`src/rtl/mem_dump_reader.sv`:
```
// ============================================================================
// mem_dump_reader : streams a contiguous range of a sync-read memory out over
// a valid/ready port. Option macro: MEM_DUMP_READER_CHECKSUM_EN (XOR trailer).
// Revision: 1.0
// ============================================================================
`default_nettype none

module mem_dump_reader #(
    parameter int DATA_W = 8,
    parameter int ADDR_W = 4
) (
    input  logic              clk,
    input  logic              rst_n,
    input  logic              start,
    input  logic [ADDR_W-1:0] base_addr,
    input  logic [ADDR_W:0]   count,
    output logic              mem_rd,
    output logic [ADDR_W-1:0] mem_addr,
    input  logic [DATA_W-1:0] mem_rdata,
    output logic              out_valid,
    input  logic              out_ready,
    output logic [DATA_W-1:0] out_data,
    output logic              out_last,
    output logic              busy,
    output logic              done
);

`ifdef MEM_DUMP_READER_CHECKSUM_EN
    typedef enum logic [2:0] {
        S_IDLE  = 3'd0,
        S_FETCH = 3'd1,
        S_WAIT  = 3'd2,
        S_SEND  = 3'd3,
        S_CSUM  = 3'd4,
        S_DONE  = 3'd5
    } state_t;
`else
    typedef enum logic [2:0] {
        S_IDLE  = 3'd0,
        S_FETCH = 3'd1,
        S_WAIT  = 3'd2,
        S_SEND  = 3'd3,
        S_DONE  = 3'd5
    } state_t;
`endif

    state_t              state_q, state_d;
    logic [ADDR_W-1:0]   addr_q,  addr_d;
    logic [ADDR_W:0]     rem_q,   rem_d;
    logic [DATA_W-1:0]   data_q,  data_d;
`ifdef MEM_DUMP_READER_CHECKSUM_EN
    logic [DATA_W-1:0]   csum_q,  csum_d;
`endif

    always_ff @(posedge clk or negedge rst_n) begin
        if (!rst_n) begin
            state_q <= S_IDLE;
            addr_q  <= '0;
            rem_q   <= '0;
            data_q  <= '0;
`ifdef MEM_DUMP_READER_CHECKSUM_EN
            csum_q  <= '0;
`endif
        end else begin
            state_q <= state_d;
            addr_q  <= addr_d;
            rem_q   <= rem_d;
            data_q  <= data_d;
`ifdef MEM_DUMP_READER_CHECKSUM_EN
            csum_q  <= csum_d;
`endif
        end
    end

    always_comb begin
        state_d = state_q;
        addr_d  = addr_q;
        rem_d   = rem_q;
        data_d  = data_q;
`ifdef MEM_DUMP_READER_CHECKSUM_EN
        csum_d  = csum_q;
`endif
        case (state_q)
            S_IDLE: begin
                if (start) begin
                    addr_d  = base_addr;
                    rem_d   = count;
`ifdef MEM_DUMP_READER_CHECKSUM_EN
                    csum_d  = '0;
`endif
                    state_d = (count != '0) ? S_FETCH : S_DONE;
                end
            end
            S_FETCH: state_d = S_WAIT;
            S_WAIT: begin
                data_d  = mem_rdata;
                state_d = S_SEND;
            end
            S_SEND: begin
                if (out_ready) begin
                    // Address wraps naturally at 2^ADDR_W.
                    addr_d = addr_q + ADDR_W'(1);
                    rem_d  = rem_q - (ADDR_W+1)'(1);
`ifdef MEM_DUMP_READER_CHECKSUM_EN
                    csum_d = csum_q ^ data_q;
                    if (rem_q == (ADDR_W+1)'(1)) state_d = S_CSUM;
                    else                         state_d = S_FETCH;
`else
                    if (rem_q == (ADDR_W+1)'(1)) state_d = S_DONE;
                    else                         state_d = S_FETCH;
`endif
                end
            end
`ifdef MEM_DUMP_READER_CHECKSUM_EN
            S_CSUM: begin
                if (out_ready) state_d = S_DONE;
            end
`endif
            S_DONE:  state_d = S_IDLE;
            default: state_d = S_IDLE;
        endcase
    end

    always_comb begin
        mem_rd    = (state_q == S_FETCH);
        mem_addr  = mem_rd ? addr_q : '0;
        busy      = (state_q != S_IDLE) && (state_q != S_DONE);
        done      = (state_q == S_DONE);
        out_valid = 1'b0;
        out_data  = '0;
        out_last  = 1'b0;
        if (state_q == S_SEND) begin
            out_valid = 1'b1;
            out_data  = data_q;
`ifndef MEM_DUMP_READER_CHECKSUM_EN
            out_last  = (rem_q == (ADDR_W+1)'(1));
`endif
        end
`ifdef MEM_DUMP_READER_CHECKSUM_EN
        if (state_q == S_CSUM) begin
            out_valid = 1'b1;
            out_data  = csum_q;
            out_last  = 1'b1;
        end
`endif
    end

endmodule

`default_nettype wire

```
`config.mk`:
```
export PLATFORM = sky130hd
export DESIGN_NAME = mem_dump_reader
export DESIGN_NICKNAME = d
export VERILOG_FILES = /design/src/rtl/mem_dump_reader.sv
export SDC_FILE = /design/constraint.sdc
export NUM_CORES = 1
export LEC_CHECK = 0
export ABC_AREA = 1
export CAP_MARGIN = 10
export CORE_AREA = 2 2 53 55
export CTS_CLUSTER_DIAMETER = 150
export DETAILED_ROUTE_END_ITERATION = 7
export DIE_AREA = 0 0 55 57
export HOLD_SLACK_MARGIN = 0.15
export PLACE_DENSITY = 0.83
export RECOVER_POWER = 100
export SLEW_MARGIN = 20
export SYNTH_ARGS = -nofsm -noshare
export SYNTH_HDL_FRONTEND = slang
export SYNTH_SLANG_ARGS = --single-unit
```
`constraint.sdc`:
```
create_clock -name clk -period 3.9 [get_ports clk]
set_clock_uncertainty 0.1 [all_clocks]
set_input_delay 0.585 -clock clk [delete_from_list [all_inputs] [get_ports clk]]
set_output_delay 0.585 -clock clk [all_outputs]
set_load 0.005 [all_outputs]
```
==> impl_metrics.yaml, run 1 <==
outcome:
  status: "finished, final reports clean"
critical_path:
  cp-end-kind: "primary output"
  cp_max_fo: 11
  crit_arrival_ns: 2.24
  critPathLaunchType: "flip-flop"
  crit_type: "reg -> out"
  crit_required_ns: 3.21
run:
  maxCapViolCount: 0
cells_and_area:
  layout.nets: 225
  syn_to_final_growth_pct: 27.2
  multi_input_area_um2: 531
  ff_latch_area_um2: 500
  drive_gt1_share_pct: 7.00
  fillers: 267
  layout_commonest_cell: "nand2_1"
  diodes: 0
  final_cell_mix: "nand2_1, nor2_1, inv_1"
route:
  drt_first_iter_violations: 16
  wl_per_cell_um: 12.2
  ant_nets: 0
  dr.pass1.iters: 6
  vias: 1191
  routed_via_density: 5.16
  drc: 0
  drt-total-wl_um: 2820
die:
  io_pins: 38
  die_x_um: 55
  num_rows: 19
  core_mm2: 0.00262
  die_area_mm2: 0.00314
  start_util_pct: 47.3
  die_h_um: 57
global_route:
  grt_pass1_wl_um: 4660
  antenna_found_initial: 0
  grt_max_degree: 21
  grt_overflow: 0
  grtUsageTotal_pct: 19.9
  grt_pass1_vias: 1150
clock_network:
  ctsHoldBuffers: 0
  cts-root-buf: "clkbuf_4"
  cts_num_sinks: 20
  clock_path_buffers: 2
  path_clk_slew_ns: 0.12
  worstSkewPairLatency_ns: 0.31
  ctsResizeCount: 0
  cts_made_buffers: 3
  cts_tree: "done"
  htree_levels: 1
  post_cts_buffers: 0
sta:
  hold_ws_ns: 0.423
  grt_setup_unrepaired: "no"
  tightestPinTransition_ns: 0.982
  fin_crit_ns: 2.92
  hold_viol_final: 0
  timing.final.ws_setup_ns: 0.976
  clock.fmax_ghz: 0.342
  setup_violations: 0
  fin_tns_setup_ns: 0
  slew_violations: 0
  fin_crit_sh_pct: 75.0
  relSlewSlack_pct: 34.3
synth:
  ys_types: 24
  synth_top_area_share_pct: 40.4
  avgSynthCellArea_um2: 7.55
  synthesis.area_mm2: 0.00124
  yosysTopAreaCell: "dfrtp_1"
  synth_cells: 164
  seq_area_frac_synth_pct: 40.4
  yosys_warnings: 0
  yosys-top-cells-area: "dfrtp_1, nand2_1, nor2_1"
  ys_ff_latch: 20
  synth.net_count: 188
pwr:
  p_leak_nw: 0.827
  peakVddDrop_mv: 0.454
  p_per_area_mw_per_mm2: 761
placed_design:
  pre_cts_ws_ns: 1.52
  io_buffers: 37
  routabilityCongestion: 0.818
  dp_hpwl_um: 2130
worst_hold_path:
  hold_path_class: "reg -> reg"
-- state kept, by name, indices dropped and copies added (netlist names) --
name / cells
rem_q: 5
addr_q: 4
data_q: 8
state_q: 3
-- power by group --
group	total [W]	internal (W)	switching, W
Sequential	0.000380	0.000309	0.0000708
Combinational	0.000691	0.000287	0.000403
Clock	0.000126	0.0000571	0.0000694
-- stage by stage --
stage	power, W	instances	util, %	cell area (µm²)
2_1_floorplan	0.000951	164	-	1240
3_3_place_gp	0.00116	227	61.3	1600
3_5_place_dp	0.00119	227	61.3	1600
4_1_cts	0.00132	231	62.7	1640
5_1_grt	0.00132	231	60.2	1570
6_report	0.00120	231	60.2	1570
-- synth_stat cells --
cell / count
a21oi_1: 9
buf_2: 2
buf_4: 1
buf_6: 1
buf_8: 1
dfrtp_1: 20
ha_1: 3
inv_1: 24
inv_2: 2
nand2_1: 33
nand2_2: 2
nand2_4: 1
nand3_1: 10
nand3_2: 3
nand3_4: 1
nand3b_1: 1
nand4_1: 2
nor2_1: 29
nor2_2: 2
nor2_8: 1
nor3_1: 1
o21ai_0: 6
o21ai_2: 6
or2_2: 3
-- cells by family (layout without fill, tap and decap cells) --
| family | count (synthesis) | after routing | synth area share, % |
|---|---|---|---|
| compound gates | 21 | 21 | 10.3 |
| simple gates | 89 | 89 | 34.8 |
| buf+inv | 31 | 67 | 11.4 |
| fa+ha+maj | 3 | 3 | 3.03 |
| flops | 20 | 20 | 40.4 |
-- routing by layer --
layer,wire [µm],up-vias,track usage (%)
met3,184,14,3.93
met2,1400,52,34.2
met4,65,0,6.62
met5,0,-,0
li1,-,579,-
met1,1160,546,24.4
-- final cells by class --
cell class	count	share of cell area [%]
clock buffers	4	2.31
flip-flops and latches	20	31.8
well taps	31	2.46
multi-input cells	113	33.7
inverters	26	6.20
repair buffers	37	23.5
-- worst max-delay path: stages, from the launching register on --
cell	delay [ns]
dfrtp_1	0.47
nand2_1	0.07
nor2_1	0.52
nand4_1	0.21
inv_1	0.09
dlygate4sd3_1	0.56
-- path summary, 6_finish.rpt --
kind                            start  slack [ns]         to  cells past startpoint
setup / recovery           state_q[1]        0.98   out_last                      5
hold / removal              data_q[6]        0.42  data_q[6]                      2
setup reg to reg           state_q[2]        1.31   rem_q[0]                      6
hold reg to reg             data_q[6]        0.42  data_q[6]                      2
max in group asynchronous       rst_n        2.38  addr_q[0]                      1
min in group asynchronous       rst_n        0.74   rem_q[1]                      1
Power figures use the tool's default switching activity.
==> run 2: changes to the inputs <==
--- a/config.mk
+++ b/config.mk
@@ -7,12 +7,12 @@
 export LEC_CHECK = 0
 export ABC_AREA = 1
 export CAP_MARGIN = 10
-export CORE_AREA = 2 2 53 55
+export CORE_AREA = 2 2 55 57
 export CTS_CLUSTER_DIAMETER = 150
 export DETAILED_ROUTE_END_ITERATION = 7
-export DIE_AREA = 0 0 55 57
+export DIE_AREA = 0 0 57 59
 export HOLD_SLACK_MARGIN = 0.15
-export PLACE_DENSITY = 0.83
+export PLACE_DENSITY = 0.77
 export RECOVER_POWER = 100
 export SLEW_MARGIN = 20
 export SYNTH_ARGS = -nofsm -noshare
==> constraint.sdc (replaced) <==
create_clock -name clk -period 2.7 [get_ports clk]
set_clock_uncertainty 0.1 [all_clocks]
set_input_delay 0.405 -clock clk [delete_from_list [all_inputs] [get_ports clk]]
set_output_delay 0.405 -clock clk [all_outputs]
set_load 0.005 [all_outputs]
==> run 2 against run 1 <==
Against the previous run: first-iteration DRC count grew to 3.9 times the previous value; power increased by 52%; highest routed layer unchanged; wire length up 0.64%; register-to-register slack got worse by 0.78 ns; final cell count rose by 0.87%; sequential cell count unchanged; via count is 1.3% lower; cell area grew 2.8%; non-clock buffer count increased by 2.
==> impl_metrics.yaml, run 2 (synthesized netlist as in run 1, its figures left out) <==
critical_path:
  critical-path-max-stage-delay_ns: 0.57
  crit_required_ns: 2.19
  crit_arrival_ns: 1.90
  crit_type: "reg -> out"
  cp-end-kind: "primary output"
  worstReg2RegStart: "state_q[2]"
  critPathLaunchType: "flip-flop"
  critical_path.top_delay_family: "buffers and inverters"
  cp_max_fo: 5
  critPathSlowestCell: "dlygate4sd3_1"
  timing.critical_path.from: "state_q[0]"
  cp_num_buf_inv: 4
  cp_cell_sequence: "inv_1, nor2_1, inv_1, nor2_1, inv_1, nor2_1, dlygate4sd3_1"
sta:
  fin_tns_setup_ns: 0
  tightestPinTransition_ns: 1.08
  setup_violations: 0
  clock.fmax_ghz: 0.416
  fin_crit_ns: 2.40
  slew_violations: 0
  fin_crit_sh_pct: 89.0
  hold_viol_final: 0
  relSlewSlack_pct: 28.1
  hold_ws_ns: 0.424
  grt_setup_unrepaired: "no"
global_route:
  grtUsageTotal_pct: 18.7
  antenna_found_initial: 0
  use_met1_pct: 21.3
  use_met2_pct: 35.5
  grt_overflow: 0
  grt_pass1_vias: 1205
  top_usage_layer: "met2"
  grt_max_degree: 21
  grt_util_met3_pct: 3.06
  grt_pass1_wl_um: 5000
pwr:
  peakVddDrop_mv: 0.639
  p_leak_nw: 0.841
  p_per_area_mw_per_mm2: 1120
placed_design:
  io_buffers: 37
  dp_hpwl_um: 2220
  routabilityCongestion: 0.862
die:
  die_h_um: 59
  start_util_pct: 45.7
  io_pins: 38
  die_area_mm2: 0.00336
  core_mm2: 0.00271
  num_rows: 19
  die_x_um: 57
outcome:
  status: "finished, final reports clean"
clock_network:
  cts_tree: "done"
  ctsHoldBuffers: 0
  cts_made_buffers: 3
  path_clk_slew_ns: 0.12
  cts_num_sinks: 20
  cts-root-buf: "clkbuf_4"
  clock_path_buffers: 2
  worstSkewPairLatency_ns: 0.31
  htree_levels: 1
  ctsResizeCount: 0
  post_cts_buffers: 0
route:
  routed_via_density: 5.05
  wl_per_cell_um: 12.2
  drt-total-wl_um: 2830
  ant_nets: 0
  drt_first_iter_violations: 62
  dr.pass1.iters: 4
  vias: 1176
  drc: 0
cells_and_area:
  final_cell_mix: "nand2_1, nor2_1, inv_1"
  layout_commonest_cell: "nand2_1"
  largest_reg_flops: 8
  syn_to_final_growth_pct: 30.7
  fillers: 262
  layout.nets: 227
  reg_top3: "data_q (8), rem_q (5), addr_q (4)"
  drive_gt1_share_pct: 7.43
  regMostFlops: "data_q"
  diodes: 0
worst_hold_path:
  hold_path_class: "reg -> reg"
  hold_path_startpoint: "data_q[5]"
run:
  maxCapViolCount: 0
==> run 2: changes by cell type in the layout (fill, tap and decap cells not counted), sizes merged <==
cell    change
bufinv      +1
clkbuf      +1
==> run 2: final timing paths <==
path | endpoint | slack, ns | depth (start not counted)
setup / recovery | mem_addr[3] | 0.30 | 7
hold / removal | data_q[5] | 0.42 | 2
setup reg to reg | addr_q[0] | 0.53 | 6
hold reg to reg | data_q[5] | 0.42 | 2
max in group asynchronous | data_q[2] | 1.15 | 2
min in group asynchronous | data_q[1] | 0.69 | 2
==> run 2: final cells by class <==
class                           instances  area [µm²]  area share, %
Multi-Input combinational cell        113         551           34.0
Timing Repair Buffer                   39         378           23.4
Tap cell                               31        38.8           2.40
Inverter                               26        97.6           6.03
Sequential cell                        20         500           30.9
Clock buffer                            3        22.5           1.39
Clock inverter                          1        30.0           1.86
==> run 2: per-stage QoR <==
step	power [W]	worst slack, ns	utilization (%)	cells	instance area, µm²
after floorplan	0.00137	1.22	-	164	1240
after global placement	0.00169	0.707	59.7	229	1620
after detailed placement	0.00174	0.656	59.7	229	1620
after CTS	0.00199	0.316	61.6	233	1670
after global routing	0.00201	0.0891	59.7	233	1620
final	0.00182	0.297	59.7	233	1620
==> run 2: report_power, final <==
part	internal [W]	total, W	switching [W]
registers	0.000447	0.000557	0.000110
logic	0.000427	0.00101	0.000588
clock network	0.000150	0.000246	0.0000962
total	0.00102	0.00182	0.000794
==> run 2: layer usage <==
metal	routed length [µm]	vias to the layer above
met5	0	-
met4	24	0
met3	144	3
met2	1500	33
met1	1160	556
li1	-	584
==> run 2: worst min-delay path, delay by kind of cell (launching register included) <==
kind	cells	cell delay [ns]
AOI/OAI and AO/OA	1	0.05
buffers and inverters	1	0.06
DFF	1	0.38
